File: src/rtl/cache_types.sv
// Shared types for the cache hierarchy.
//   arb_state_t - pmem arbiter grant state
//   arb_side_t  - which requester holds or last held the pmem grant
//   LINE_W      - cache line / pmem data width in bits
//   pick_side   - priority picker used by the arbiter when leaving IDLE
package cache_types;

   localparam int unsigned LINE_W = 256;

   typedef enum logic [1:0] {
      IDLE,
      GRANT_I,
      GRANT_D
   } arb_state_t;

   typedef enum logic {
      SIDE_I,
      SIDE_D
   } arb_side_t;

   // Only meaningful when at least one request is present. Under contention the
   // data side wins unless alternation is enabled, in which case the side that
   // did not hold the previous grant wins.
   function automatic arb_side_t pick_side(input logic      i_req,
                                           input logic      d_req,
                                           input logic      round_robin,
                                           input arb_side_t last);
      arb_side_t side;
      if (!d_req) begin
         side = SIDE_I;
      end else if (!i_req) begin
         side = SIDE_D;
      end else if (round_robin) begin
         side = (last == SIDE_D) ? SIDE_I : SIDE_D;
      end else begin
         side = SIDE_D;
      end
      return side;
   endfunction

endpackage

File: src/rtl/pmem_arbiter.sv
// Arbitrates the single physical-memory line port between the instruction
// cache (I side, reads only) and the data cache (D side, reads and write-backs).
// One requester is granted at a time; the grant is held until pmem completes,
// then the arbiter spends one cycle in IDLE before sampling requests again.
//
// Ports:
//   clk, rst                 clock, synchronous active-high reset
//   i_read, i_address        I-side line read request and address
//   i_rdata, i_resp          I-side line data and one-cycle completion pulse
//   d_read, d_write          D-side line read / write-back requests
//   d_address, d_wdata       D-side address and write-back line
//   d_rdata, d_resp          D-side line data and one-cycle completion pulse
//   pmem_read, pmem_write    physical memory command
//   pmem_address, pmem_wdata physical address and write data
//   pmem_rdata               physical read data
//   pmem_resp, pmem_error    physical completion; error completes like resp
module pmem_arbiter #(
   parameter int unsigned LINE_W      = cache_types::LINE_W,
   parameter int unsigned ROUND_ROBIN = 0
) (
   input  logic              clk,
   input  logic              rst,

   input  logic              i_read,
   input  logic [31:0]       i_address,
   output logic [LINE_W-1:0] i_rdata,
   output logic              i_resp,

   input  logic              d_read,
   input  logic              d_write,
   input  logic [31:0]       d_address,
   input  logic [LINE_W-1:0] d_wdata,
   output logic [LINE_W-1:0] d_rdata,
   output logic              d_resp,

   output logic              pmem_read,
   output logic              pmem_write,
   output logic [31:0]       pmem_address,
   output logic [LINE_W-1:0] pmem_wdata,
   input  logic [LINE_W-1:0] pmem_rdata,
   input  logic              pmem_resp,
   input  logic              pmem_error
);

   import cache_types::*;

   arb_state_t state;
   arb_side_t  last_grant;

   logic d_req;
   logic done;
   logic rr_en;

   assign d_req = d_read | d_write;
   assign done  = pmem_resp | pmem_error;
   assign rr_en = (ROUND_ROBIN != 0);

   // Requests are only looked at in IDLE, so a request raised mid-grant waits
   // and a request dropped in the cycle after resp is never re-granted.
   always_ff @(posedge clk) begin
      if (rst) begin
         state      <= IDLE;
         last_grant <= SIDE_I;
      end else begin
         unique case (state)
            IDLE: begin
               if (i_read | d_req) begin
                  if (pick_side(i_read, d_req, rr_en, last_grant) == SIDE_D) begin
                     state      <= GRANT_D;
                     last_grant <= SIDE_D;
                  end else begin
                     state      <= GRANT_I;
                     last_grant <= SIDE_I;
                  end
               end
            end
            GRANT_I, GRANT_D: begin
               if (done) begin
                  state <= IDLE;
               end
            end
            default: state <= IDLE;
         endcase
      end
   end

   // Command mux: driven from the registered state so requests only reach pmem
   // through the address/data selection, never through the grant decision.
   always_comb begin
      pmem_read    = 1'b0;
      pmem_write   = 1'b0;
      pmem_address = '0;
      pmem_wdata   = '0;
      unique case (state)
         GRANT_I: begin
            pmem_read    = 1'b1;
            pmem_address = i_address;
         end
         GRANT_D: begin
            // A simultaneous read and write from the D side resolves to the write.
            pmem_read    = d_read & ~d_write;
            pmem_write   = d_write;
            pmem_address = d_address;
            pmem_wdata   = d_wdata;
         end
         default: ;
      endcase
   end

   assign i_resp  = (state == GRANT_I) & done;
   assign d_resp  = (state == GRANT_D) & done;
   assign i_rdata = pmem_rdata;
   assign d_rdata = pmem_rdata;

`ifndef SYNTHESIS
   a_d_rw_conflict : assert property (@(posedge clk) disable iff (rst)
      (state == GRANT_D) |-> !(d_read && d_write))
      else $error("pmem_arbiter: d_read and d_write both asserted");

   a_i_drop : assert property (@(posedge clk) disable iff (rst)
      ((state == GRANT_I) && !done) |-> i_read)
      else $error("pmem_arbiter: i_read dropped during grant");

   a_d_drop : assert property (@(posedge clk) disable iff (rst)
      ((state == GRANT_D) && !done) |-> d_req)
      else $error("pmem_arbiter: d request dropped during grant");

   a_idle_resp : assert property (@(posedge clk) disable iff (rst)
      (state == IDLE) |-> !done)
      else $error("pmem_arbiter: pmem completion while idle");
`endif

endmodule

File: config.mk
export PLATFORM = sky130hd
export DESIGN_NAME = pmem_arbiter
export DESIGN_NICKNAME = d
export VERILOG_FILES = /design/src/rtl/cache_types.sv /design/src/rtl/pmem_arbiter.sv
export SDC_FILE = /design/constraint.sdc
export NUM_CORES = 1
export LEC_CHECK = 0
export BUFFER_PORTS_ARGS = -buffer_cell sky130_fd_sc_hd__buf_2
export CAP_MARGIN = 10
export CORE_AREA = 3 3 538 540
export CTS_BUF_LIST = sky130_fd_sc_hd__clkbuf_2 sky130_fd_sc_hd__clkbuf_4 sky130_fd_sc_hd__clkbuf_8
export DETAILED_ROUTE_END_ITERATION = 16
export DIE_AREA = 0 0 541 543
export HOLD_SLACK_MARGIN = 0.15
export PLACE_DENSITY = 0.3
export RECOVER_POWER = 50
export SLEW_MARGIN = 10
export SYNTH_ARGS = -nofsm -noshare
export SYNTH_HDL_FRONTEND = slang
export SYNTH_SLANG_ARGS = --single-unit
File: constraint.sdc
create_clock -name clk -period 1.3 [get_ports clk]
set_input_delay 0.26 -clock clk [delete_from_list [all_inputs] [get_ports clk]]
set_output_delay 0.26 -clock clk [all_outputs]
set_load 0.1 [all_outputs]
==> flow_metrics.tcl <==
set metrics [dict create \
    cp-end-kind "output pin" \
    p_leak_nw 5.61 \
    layout_setup_ws_ns -0.613 \
    hp-class "primary input to flop" \
    gp_congestion 0.736 \
    ys_seq_area_share_pct 0.641 \
    insertion_delay_ns 0.22 \
    max_freq_ghz 0.523 \
    max_slew_margin_pct 76.1 \
    rsz0062_at_grt "true" \
    syn_area_um2 6250 \
    ios 1387 \
    multi_input_area_um2 3320 \
    path_class "flop to output pin" \
    violations "setup timing" \
    wl_per_cell_um 37.1 \
    synth.distinct_cells 18 \
    wl_mm 178 \
    drt_iter0_markers 218 \
    grtUsageTotal_pct 11.5 \
    area_growth_pct 165 \
    setup.worst_path.start_class "flop" \
    ant_nets 0 \
    grt_pass1_wl_mm 194 \
    core_area_um2 285000 \
    h-tree-depth 1 \
    max-cap-violations 0 \
    period_needed_ns 1.91 \
    die_w_um 541 \
    rows 196 \
    dp_hpwl_mm 173 \
    vdd_drop_max_v 0.000235 \
    drive_above_1_share_pct 99.0 \
    clock_path_buffers 2 \
    post-place-cells 4762 \
    setup_viol 294 \
    drc 0 \
    layout.cells.non_filler 4807 \
    path_common_cell "buf_12" \
    ys_warn_count 0 \
    dieArea_um2 294000 \
    power.total_w 0.0130 \
    yosys_register_bits 2 \
    critPathSlowestCell "dfxtp_4" \
    top_register "state" \
    numCtsBuffers 3 \
    required_ns 1.04 \
    clk_pin_slew_ns 0.03 \
    critPathMaxFanout 7 \
    largest_reg_flops 2 \
    synth_fp_nets 1481 \
    syn-mean-instance-area_um2 6.99 \
    grt_overflow 0 \
    crit_arrival_ns 1.65 \
    cts_tree "yes" \
    start_util_pct 2.19 \
    chipHeight_um 543 \
    syn_inst 894 \
    power_density_nw_per_um2 785 \
    grt_max_degree 33 \
    cts_root_buf "clkbuf_8" \
    antenna_found_initial 206 \
    final_core_util_pct 5.80 \
    timing.final.hold_violations 0 \
    path_cells "inv_6 -> ha_4 -> buf_12 -> buf_16 -> clkbuf_16 -> and2_4 -> buf_12" \
    num-nets-final 1608 \
    n_fill_cell 33500 \
    finClkSkew_ns 0.00433 \
    vias 7161 \
    tightest_slew_ns 0.358 \
    drv_slew 0 \
    clock_sinks 2 \
    fin_crit_sh_pct 147 \
    grt_pass1_vias 6991 \
    register_area_um2 47.5 \
    max_stage_delay_ns 0.34 \
    dr.pass1.iters 4 \
    via_per_inst 1.49 \
    status "finished with violations" \
    top_regs "state (2)" \
    port_buffers 618 \
]
[metrics by stage]
stage | setup TNS [ns] | cell area (um^2) | setup WS [ns] | hold slack (ns)
after floorplan | -51.82 | 7730 | -0.399 | 0.319
after global placement | -94.63 | 16100 | -0.429 | 0.506
after detailed placement | -100.0 | 16100 | -0.444 | 0.513
after CTS | -167.13 | 16300 | -0.632 | 0.286
after global routing | -173.13 | 16500 | -0.654 | 0.296
final | -156.02 | 16500 | -0.613 | 0.290
[metal layers]
| layer | part of all wire [%] | vias up | routed length [um] | GRT usage (%) |
|---|---|---|---|---|
| met2 | 41 | 1362 | 72700 | 17.1 |
| met5 | 0.25 | - | 441 | 0.707 |
| met1 | 27 | 2739 | 48700 | 9.34 |
| met4 | 3.5 | 26 | 6260 | 2.54 |
| met3 | 28 | 538 | 50100 | 14.8 |
| li1 | - | 2496 | - | - |
[final cells by class]
type / instances / area share [%]
Timing Repair Buffer: 673 / 50.4
Tap cell: 3762 / 28.5
Multi-Input combinational cell: 339 / 20.1
Antenna cell: 26 / 0.394
Sequential cell: 2 / 0.288
Clock buffer: 3 / 0.250
Inverter: 2 / 0.0909
[cell usage in the layout, fill, tap and decap left out, drive strengths merged]
cell type and n:
a21oi 2, diode 26, or3b 1, o21ai 1, clkbuf 8, a22oi 32
nand2 1, nor2 2, a211oi 1, nand2b 1, buf 668, inv 2
nor2b 33, o21a 3, nor3b 1, ha 4, and2 257, dfxtp 2
[Yosys cell counts]
library cell | instances | area [um^2]
buf_4 | 512 | 3840
and2_1 | 257 | 1610
nor2b_1 | 33 | 206
a22oi_1 | 32 | 240
clkbuf_1 | 28 | 105
buf_2 | 11 | 55.1
ha_1 | 4 | 50.1
o21a_1 | 3 | 22.5
a21oi_1 | 2 | 10.0
dfxtp_1 | 2 | 40.0
inv_1 | 2 | 7.51
nor2_1 | 2 | 7.51
a211oi_1 | 1 | 7.51
nand2_1 | 1 | 3.75
nand2b_1 | 1 | 6.26
nor3b_4 | 1 | 18.8
o21ai_0 | 1 | 5.00
or3b_1 | 1 | 8.76
[kinds of logic after synthesis]
logic type,synth area share [%]
AND/OR/NAND/NOR,29.8
flip-flops,0.641
adder cells (fa/ha/maj),0.801
buffers and inverters,64.2
AO/OA/AOI/OAI,4.57
[report_power, final]
group           total, W  internal [W]  switching, W
logic             0.0126       0.00458       0.00806
registers      0.0000801     0.0000675     0.0000125
clock network   0.000249      0.000196     0.0000532
[path summary, 6_finish.rpt]
check	startpoint	end	slack (ns)	cells past startpoint
setup reg to reg	state[1]	state[1]	-0.33	6
hold / removal	rst	state[0]	0.29	2
setup / recovery	state[0]	pmem_wdata[161]	-0.61	7
hold reg to reg	state[1]	state[1]	0.56	2
[repair_timing]
action / in CTS / in global routing
hold buffers: 0 / 0
setup endpoints to repair: 294 / 294
gates cloned: 2 / 5
buffers inserted: 6 / 4
resized for setup: 9 / 8
pin swaps: 26 / 6
[worst max-delay path: cells and delay by family, from the launching register on]
family        cells  cell delay (ns)
simple gates      1             0.14
fa+ha+maj         1             0.22
flops             1             0.34
buf+inv           5             0.69
(Power assumes the default switching activity.)
